===== src/rtl/led_matrix_scanner.sv =====
// -----------------------------------------------------------------------------
// led_matrix_scanner
//
// Column-scanned RGB LED matrix driver with a double-buffered framebuffer.
// The front buffer is shown one column at a time: a dark BLANK interval, then
// (2^PWM_BITS-1) PWM slots during which each row lights while its intensity
// exceeds the slot number. Pixels are written into the back buffer. A
// requested swap takes effect on the last ON clock of the final column.
//
// Optional feature: define LED_GLOBAL_BRIGHT_EN to add bright_i, a global
// intensity ceiling sampled at the start of every column.
//
// Ports
//   clk, rst_n       clock (rising edge), asynchronous active-low reset
//   wr_en_i          pixel write strobe
//   wr_col_i         write column (values >= COLS are ignored)
//   wr_row_i         write row    (values >= ROWS are ignored)
//   wr_rgb_i         pixel {R, G, B}, PWM_BITS each, R in the MSBs
//   swap_req_i       request a front/back exchange at the end of the frame
//   bright_i         global brightness ceiling (LED_GLOBAL_BRIGHT_EN only)
//   swap_pend_o      a swap is waiting for the end of the frame
//   swap_ack_o       one-clock pulse on the clock the swap happens
//   led_r_o/g_o/b_o  active-high row drives
//   led_selc_o       active-low one-hot column select
//   led_rst_o        panel reset, high for RST_CYCLES clocks after reset
//   frame_start_o    one-clock pulse at the start of column 0
// -----------------------------------------------------------------------------
module led_matrix_scanner #(
   parameter int ROWS         = 8,
   parameter int COLS         = 12,
   parameter int PWM_BITS     = 4,
   parameter int SLOT_CYCLES  = 2,
   parameter int BLANK_CYCLES = 4,
   parameter int RST_CYCLES   = 16
) (
   input  logic                    clk,
   input  logic                    rst_n,
   input  logic                    wr_en_i,
   input  logic [$clog2(COLS)-1:0] wr_col_i,
   input  logic [$clog2(ROWS)-1:0] wr_row_i,
   input  logic [3*PWM_BITS-1:0]   wr_rgb_i,
   input  logic                    swap_req_i,
`ifdef LED_GLOBAL_BRIGHT_EN
   input  logic [PWM_BITS-1:0]     bright_i,
`endif
   output logic                    swap_pend_o,
   output logic                    swap_ack_o,
   output logic [ROWS-1:0]         led_r_o,
   output logic [ROWS-1:0]         led_g_o,
   output logic [ROWS-1:0]         led_b_o,
   output logic [COLS-1:0]         led_selc_o,
   output logic                    led_rst_o,
   output logic                    frame_start_o
);

   localparam int COL_W     = $clog2(COLS);
   localparam int NUM_SLOTS = (1 << PWM_BITS) - 1;
   localparam int CNT_MAX   = (RST_CYCLES > BLANK_CYCLES) ? RST_CYCLES : BLANK_CYCLES;
   localparam int CNT_W     = $clog2(CNT_MAX + 1);
   localparam int SUB_W     = (SLOT_CYCLES > 1) ? $clog2(SLOT_CYCLES) : 1;

   localparam logic [1:0] ST_RSTP  = 2'd0;
   localparam logic [1:0] ST_BLANK = 2'd1;
   localparam logic [1:0] ST_ON    = 2'd2;

   // Two framebuffers; index front_q is displayed, ~front_q is written.
   logic [3*PWM_BITS-1:0] fb_q [2][COLS][ROWS];

   logic [1:0]          state_q, state_d;
   logic [CNT_W-1:0]    cnt_q, cnt_d;
   logic [COL_W-1:0]    col_q, col_d;
   logic [PWM_BITS-1:0] slot_q, slot_d;
   logic [SUB_W-1:0]    sub_q, sub_d;
   logic                front_q;
   logic                swap_pend_q, swap_pend_d;
   logic                last_on, swap_fire;

   logic [ROWS-1:0]     led_r_q, led_g_q, led_b_q;
   logic [ROWS-1:0]     led_r_d, led_g_d, led_b_d;
   logic [COLS-1:0]     led_selc_q, led_selc_d;
   logic                led_rst_q, frame_start_q, frame_start_d;
   logic [PWM_BITS-1:0] ceiling;

   function automatic logic [PWM_BITS-1:0] sat(input logic [PWM_BITS-1:0] v,
                                              input logic [PWM_BITS-1:0] lim);
      return (v > lim) ? lim : v;
   endfunction

`ifdef LED_GLOBAL_BRIGHT_EN
   logic [PWM_BITS-1:0] bright_q;

   // Latched once per column so the ceiling never changes mid-column.
   always_ff @(posedge clk or negedge rst_n) begin
      if (!rst_n)
         bright_q <= '0;
      else if (state_q == ST_BLANK && cnt_q == '0)
         bright_q <= bright_i;
   end

   assign ceiling = bright_q;
`else
   // An all-ones ceiling leaves every pixel value unchanged.
   assign ceiling = '1;
`endif

   // Last ON clock of the final column: the only point a swap may happen.
   assign last_on   = (state_q == ST_ON) && (col_q == COL_W'(COLS - 1)) &&
                      (slot_q == PWM_BITS'(NUM_SLOTS - 1)) &&
                      (sub_q == SUB_W'(SLOT_CYCLES - 1));
   assign swap_fire = last_on && swap_pend_q;

   // A request on the swap clock itself re-arms the flag for the next frame.
   assign swap_pend_d = swap_fire ? swap_req_i : (swap_pend_q | swap_req_i);

   always_comb begin
      // NOTE: every output of a combinational block gets a default first so
      // no path leaves it unassigned, which would infer a latch.
      state_d = state_q;
      cnt_d   = cnt_q;
      col_d   = col_q;
      slot_d  = slot_q;
      sub_d   = sub_q;
      case (state_q)
         ST_RSTP: begin
            if (cnt_q == CNT_W'(RST_CYCLES - 1)) begin
               state_d = ST_BLANK;
               cnt_d   = '0;
               col_d   = '0;
            end else begin
               cnt_d = cnt_q + 1'b1;
            end
         end
         ST_BLANK: begin
            if (cnt_q == CNT_W'(BLANK_CYCLES - 1)) begin
               state_d = ST_ON;
               cnt_d   = '0;
               slot_d  = '0;
               sub_d   = '0;
            end else begin
               cnt_d = cnt_q + 1'b1;
            end
         end
         ST_ON: begin
            if (sub_q == SUB_W'(SLOT_CYCLES - 1)) begin
               sub_d = '0;
               if (slot_q == PWM_BITS'(NUM_SLOTS - 1)) begin
                  state_d = ST_BLANK;
                  slot_d  = '0;
                  col_d   = (col_q == COL_W'(COLS - 1)) ? '0 : col_q + 1'b1;
               end else begin
                  slot_d = slot_q + 1'b1;
               end
            end else begin
               sub_d = sub_q + 1'b1;
            end
         end
         default: begin
            state_d = ST_RSTP;
            cnt_d   = '0;
         end
      endcase
   end

   // Pin values are computed from the current state and registered, so the
   // panel sees them one clock later and never glitches between columns.
   always_comb begin
      led_r_d       = '0;
      led_g_d       = '0;
      led_b_d       = '0;
      led_selc_d    = '1;
      frame_start_d = (state_q == ST_BLANK) && (col_q == '0) && (cnt_q == '0);
      if (state_q == ST_ON) begin
         led_selc_d = ~(COLS'(1) << col_q);
         for (int r = 0; r < ROWS; r++) begin
            led_r_d[r] = sat(fb_q[front_q][col_q][r][3*PWM_BITS-1 -: PWM_BITS], ceiling) > slot_q;
            led_g_d[r] = sat(fb_q[front_q][col_q][r][2*PWM_BITS-1 -: PWM_BITS], ceiling) > slot_q;
            led_b_d[r] = sat(fb_q[front_q][col_q][r][PWM_BITS-1 -: PWM_BITS], ceiling) > slot_q;
         end
      end
   end

   always_ff @(posedge clk or negedge rst_n) begin
      // NOTE: state registers use non-blocking assignments so every register
      // samples pre-edge values regardless of statement order.
      if (!rst_n) begin
         state_q       <= ST_RSTP;
         cnt_q         <= '0;
         col_q         <= '0;
         slot_q        <= '0;
         sub_q         <= '0;
         front_q       <= 1'b0;
         swap_pend_q   <= 1'b0;
         led_r_q       <= '0;
         led_g_q       <= '0;
         led_b_q       <= '0;
         led_selc_q    <= '1;
         led_rst_q     <= 1'b1;
         frame_start_q <= 1'b0;
      end else begin
         state_q       <= state_d;
         cnt_q         <= cnt_d;
         col_q         <= col_d;
         slot_q        <= slot_d;
         sub_q         <= sub_d;
         front_q       <= front_q ^ swap_fire;
         swap_pend_q   <= swap_pend_d;
         led_r_q       <= led_r_d;
         led_g_q       <= led_g_d;
         led_b_q       <= led_b_d;
         led_selc_q    <= led_selc_d;
         led_rst_q     <= (state_q == ST_RSTP);
         frame_start_q <= frame_start_d;
      end
   end

   // NOTE: the framebuffers have no reset; their contents survive rst_n and
   // a reset branch would turn the storage into per-bit resettable flops.
   // Writing through the pre-edge front_q makes a write on the swap clock land
   // in the buffer that is about to become front.
   always_ff @(posedge clk) begin
      if (wr_en_i && (int'(wr_col_i) < COLS) && (int'(wr_row_i) < ROWS))
         fb_q[~front_q][wr_col_i][wr_row_i] <= wr_rgb_i;
   end

   assign swap_pend_o   = swap_pend_q;
   assign swap_ack_o    = swap_fire;
   assign led_r_o       = led_r_q;
   assign led_g_o       = led_g_q;
   assign led_b_o       = led_b_q;
   assign led_selc_o    = led_selc_q;
   assign led_rst_o     = led_rst_q;
   assign frame_start_o = frame_start_q;

endmodule


===== config.mk =====
export PLATFORM = sky130hd
export DESIGN_NAME = led_matrix_scanner
export DESIGN_NICKNAME = d
export VERILOG_FILES = /design/src/rtl/led_matrix_scanner.sv
export SDC_FILE = /design/constraint.sdc
export NUM_CORES = 2
export LEC_CHECK = 0
export BUFFER_PORTS_ARGS = -buffer_cell sky130_fd_sc_hd__buf_2
export CAP_MARGIN = 10
export CORE_ASPECT_RATIO = 1.2
export CORE_UTILIZATION = 45
export DETAILED_ROUTE_END_ITERATION = 10
export HOLD_SLACK_MARGIN = 0.03
export SLEW_MARGIN = 10
export SYNTH_ARGS = -nofsm -noshare
export SYNTH_HDL_FRONTEND = slang
export SYNTH_SLANG_ARGS = --single-unit

===== constraint.sdc =====
create_clock -name clk -period 3.3 [get_ports clk]
set_input_delay 0 -clock clk [delete_from_list [all_inputs] [get_ports clk]]
set_output_delay 0 -clock clk [all_outputs]
set_load 0.05 [all_outputs]

==> impl_metrics.ini <==
[die]
rows = 183
core_area_mm2 = 0.207
die_area_mm2 = 0.210
die-width_um = 419
initial_util = 0.453
number_of_i_o_pins = 63
chipHeight_um = 502

[detailed_routing]
top_signal_layer_used = met5
wl_met2_mm = 122
detail_route.wirelength.met1_mm = 99.9
drt_iter0_drc = 4189
via_cell_ratio = 5.81
dr_total_vias = 49600
drtPass1Iterations = 5
drtAntennaViolNets = 0
post_detailed_route_drc_marker_count = 0
detail_route.wl_per_cell_um = 28.4
total_length_of_routed_met3_wires_mm = 12.5
routed_wl_mm = 242

[worst_setup_path]
critical-path-top-cell-by-count = sky130_fd_sc_hd__and3_1
worstReg2RegEnd = led_r_o[7]
worstSetupStartpointType = flop
crit_path_top_delay_cell = sky130_fd_sc_hd__dfrtp_4
endpoint_kind = output pin
timing.setup.critical_path_class = flop to output pin
critical_path.cell_chain = buf_12 > buf_6 > ha_1 > and3_1 > and3_1 > buf_2
critPathMaxFanout = 25
worst_path_largest_cell_delay_ns = 0.52
worst_r2r_path_depth = 11
worst-endpoint-arrival_ns = 3.14
worst-endpoint-required_ns = 3.30
r2r_setup_slack_ns = 0.27
crit-reg2reg-launch = front_q

[timing]
worst_slew_pin_slew_ns = 1.07
period_minus_slack_ns = 3.14
slew_violations = 0
skew_ns = 0.0280
timing.final.hold_violations = 0
unrepaired_setup_endpoints_after_global_routing = false
whs_ns = 0.117
total_negative_slack_ns = 0
setup_violating_endpoint_count_in_the_final_report = 0
final_min_period_over_clock_period = 0.952
timing.fmax_mhz = 318
timing.slew.headroom = 0.286

[clock_tree]
cts_tree = done
clk_path_buf_depth = 3
cts-buffers-inserted = 219
cts.reportedPaths.clkPinSlew_ns = 0.06
clock_latency_ns = 0.86
cts.htree.levels = 4
postCtsSetupRepairBufs = 0
numClockSinks = 2360
clock-root-buffer = sky130_fd_sc_hd__clkbuf_16

[synthesis]
syn_avg_cell_area_um2 = 18.2
number_of_enable_flip_flop_cells_after_synthesis = 2304
netlist_instances = 5138
seq_cells_post_synth = 2360
ys_seq_area_frac = 0.753
post_synth_instance_area_mm2 = 0.0937
synth_async_sr_flop_share = 0.0237
synth_warnings = 0
synth_top_flop_cell = sky130_fd_sc_hd__edfxtp_1
yosysUniqueCellTypes = 54
synth_fp_nets = 5269

[power]
p_switching_uw = 11700
pwr-share-seq = 0.563
powerDensity_mw_per_mm2 = 545
power.ir.vdd_worst_uv = 532
switching_share = 0.199
power.share.combinational = 0.014
p_leak_uw = 0.0329
cell_internal_pwr_uw = 46900
clkPwrFrac = 0.423

[hold_path]
min_to = fb_q[1][540]
hp-start = wr_rgb_i[0]
min_path_type = input port to flop
worst_hold_path.num_cells = 2

[grt]
grt_max_degree = 108
first_global_vias = 50000
globalRouteOverflowTotal = 0
number_of_antenna_violations_at_the_first_check_in_global_routing = 9
globalRouteTotalUtil = 0.231
grt_pass1_wl_mm = 352

[finish]
seqCellArea_mm2 = 0.0706
drive_gt1_frac = 0.191
most_common_library_cell_in_the_layout_ignoring_fill_and_taps = sky130_fd_sc_hd__edfxtp_1
num-fill-cells = 16600
commonest_cells_after_routing_fill_and_taps_aside = sky130_fd_sc_hd__edfxtp_1 (2,304), sky130_fd_sc_hd__mux2i_1 (651), sky130_fd_sc_hd__buf_4 (332)
multi_input_comb_area_mm2 = 0.0214
layout.nets = 5691
syn_to_final_growth_pct = 14.6

[place]
portBuffers = 62
hpwl_mm = 148
gpl.final_weighted_congestion = 0.842

[status]
status = complete, no violations

[flow_run]
cap_viol_max_count = 0
[metrics by stage]
| step | total power [uW] | setup WS [ns] | util | std cells | instance area (um^2) |
|---|---|---|---|---|---|
| 2_1_floorplan | 33600 | 0.769 | - | 5138 | 93700 |
| 3_3_place_gp | 34300 | 0.00633 | 0.484 | 8087 | 100000 |
| 3_5_place_dp | 34400 | 0.00525 | 0.484 | 8087 | 100000 |
| 4_1_cts | 59000 | 0.00245 | 0.519 | 8522 | 107000 |
| 5_1_grt | 60000 | 0.0146 | 0.519 | 8524 | 107000 |
| 6_report | 58500 | 0.159 | 0.519 | 8529 | 107000 |
[routing by layer]
layer	up-vias	track usage
li1	21600	-
met1	26100	0.306
met2	1500	0.392
met3	382	0.0303
met4	2	0.0762
met5	-	0
[cell families after synthesis]
logic type / count (synthesis) / share of synthesized area
AO/OA/AOI/OAI: 702 / 0.0535
adder cells (fa/ha/maj): 108 / 0.0144
buffers and inverters: 342 / 0.0196
flip-flops: 2360 / 0.753
multiplexers: 915 / 0.124
AND/OR/NAND/NOR: 710 / 0.0349
XOR/XNOR: 1 / 0.0000935
[synthesized netlist by cell type (2+ instances only)]
cell type,instances,area share
sky130_fd_sc_hd__o221ai_1,72,0.0067
sky130_fd_sc_hd__mux4_2,192,0.046
sky130_fd_sc_hd__dfstp_2,13,0.0036
sky130_fd_sc_hd__a21oi_1,196,0.010
sky130_fd_sc_hd__a22o_1,25,0.0023
sky130_fd_sc_hd__dfrtp_1,43,0.011
sky130_fd_sc_hd__edfxtp_1,2304,0.74
sky130_fd_sc_hd__o221a_2,7,0.00084
sky130_fd_sc_hd__nand2b_1,6,0.00040
sky130_fd_sc_hd__inv_2,2,0.000080
sky130_fd_sc_hd__a22oi_1,145,0.012
sky130_fd_sc_hd__a31oi_1,2,0.00013
sky130_fd_sc_hd__o21ai_0,26,0.0014
sky130_fd_sc_hd__a211oi_2,17,0.0023
sky130_fd_sc_hd__nand2_1,119,0.0048
sky130_fd_sc_hd__and3_1,4,0.00027
sky130_fd_sc_hd__and3b_1,2,0.00019
sky130_fd_sc_hd__o211ai_1,73,0.0058
sky130_fd_sc_hd__buf_4,36,0.0029
sky130_fd_sc_hd__ha_1,108,0.014
sky130_fd_sc_hd__nor3_1,33,0.0018
sky130_fd_sc_hd__a211oi_1,55,0.0044
sky130_fd_sc_hd__a21o_1,4,0.00032
sky130_fd_sc_hd__a2111oi_1,17,0.0018
sky130_fd_sc_hd__nor2_1,244,0.0098
sky130_fd_sc_hd__o22ai_1,8,0.00053
sky130_fd_sc_hd__clkbuf_1,132,0.0053
sky130_fd_sc_hd__o21a_1,17,0.0014
sky130_fd_sc_hd__inv_1,42,0.0017
sky130_fd_sc_hd__nand4_1,26,0.0017
sky130_fd_sc_hd__o41ai_1,2,0.00019
sky130_fd_sc_hd__nor2b_1,82,0.0055
sky130_fd_sc_hd__nand3_1,186,0.0099
sky130_fd_sc_hd__buf_6,39,0.0047
sky130_fd_sc_hd__a221oi_1,25,0.0023
sky130_fd_sc_hd__buf_1,28,0.0011
sky130_fd_sc_hd__and2_1,3,0.00020
sky130_fd_sc_hd__mux2_2,72,0.0086
sky130_fd_sc_hd__buf_8,2,0.00032
sky130_fd_sc_hd__a2111oi_0,7,0.00065
sky130_fd_sc_hd__mux2i_1,651,0.070
sky130_fd_sc_hd__clkbuf_4,3,0.00024
sky130_fd_sc_hd__buf_2,57,0.0030
[repair_timing]
item	4_1_cts	5_1_grt
setup endpoints to repair	1	0
hold buffers	27	0
endpoints found under the hold margin	2165	0
gates resized for setup	1	0
[how the worst max path moves through the flow]
| stage | startpoint | endpoint | slack (ns) | cells after the start |
|---|---|---|---|---|
| global placement | front_q | led_r_o[7] | 0.006 | 11 |
| floorplan | col_q[0] | led_b_o[2] | 0.77 | 11 |
| global route | col_q[0] | swap_ack_o | 0.01 | 6 |
| finish | col_q[0] | swap_ack_o | 0.16 | 6 |
| CTS | col_q[0] | led_r_o[7] | 0.002 | 11 |
| detailed placement | col_q[0] | led_r_o[7] | 0.005 | 11 |
[power by group through the flow]
stage / Sequential (uW) / Combinational (uW) / Clock (uW)
after floorplan: 33600 / 59.2 / 0
after global placement: 33600 / 774 / 0
after detailed placement: 33600 / 802 / 0
after CTS: 32900 / 837 / 25200
after global routing: 32900 / 869 / 26200
final: 32900 / 819 / 24800
[critical path: cells and delay by family (launching register included)]
family                     cells  cell delay, ns
buffers and inverters          3            0.82
and+or+nand+nor                2            0.58
DFF                            1            0.52
adders and majority gates      1            0.36
[area by class of cell]
type	count	area share
repair buffers	499	0.0441
clock buffers	279	0.0544
multi-input cells	2436	0.199
flip-flops and latches	2360	0.658
well taps	2775	0.0323
diodes	7	0.000163
inverters	44	0.00156
clock inverters	129	0.0106
[flip-flops by register name, summed over array words and instances, names as in the netlist]
register       cells
cnt_q              5
col_q              4
fb_q            2304
frame_start_o      1
front_q            1
led_b_o            8
led_g_o            8
led_r_o            8
led_rst_o          1
led_selc_o        12
slot_q             4
state_q            2
sub_q              1
swap_pend_o        1
Power figures use the tool's default switching activity.
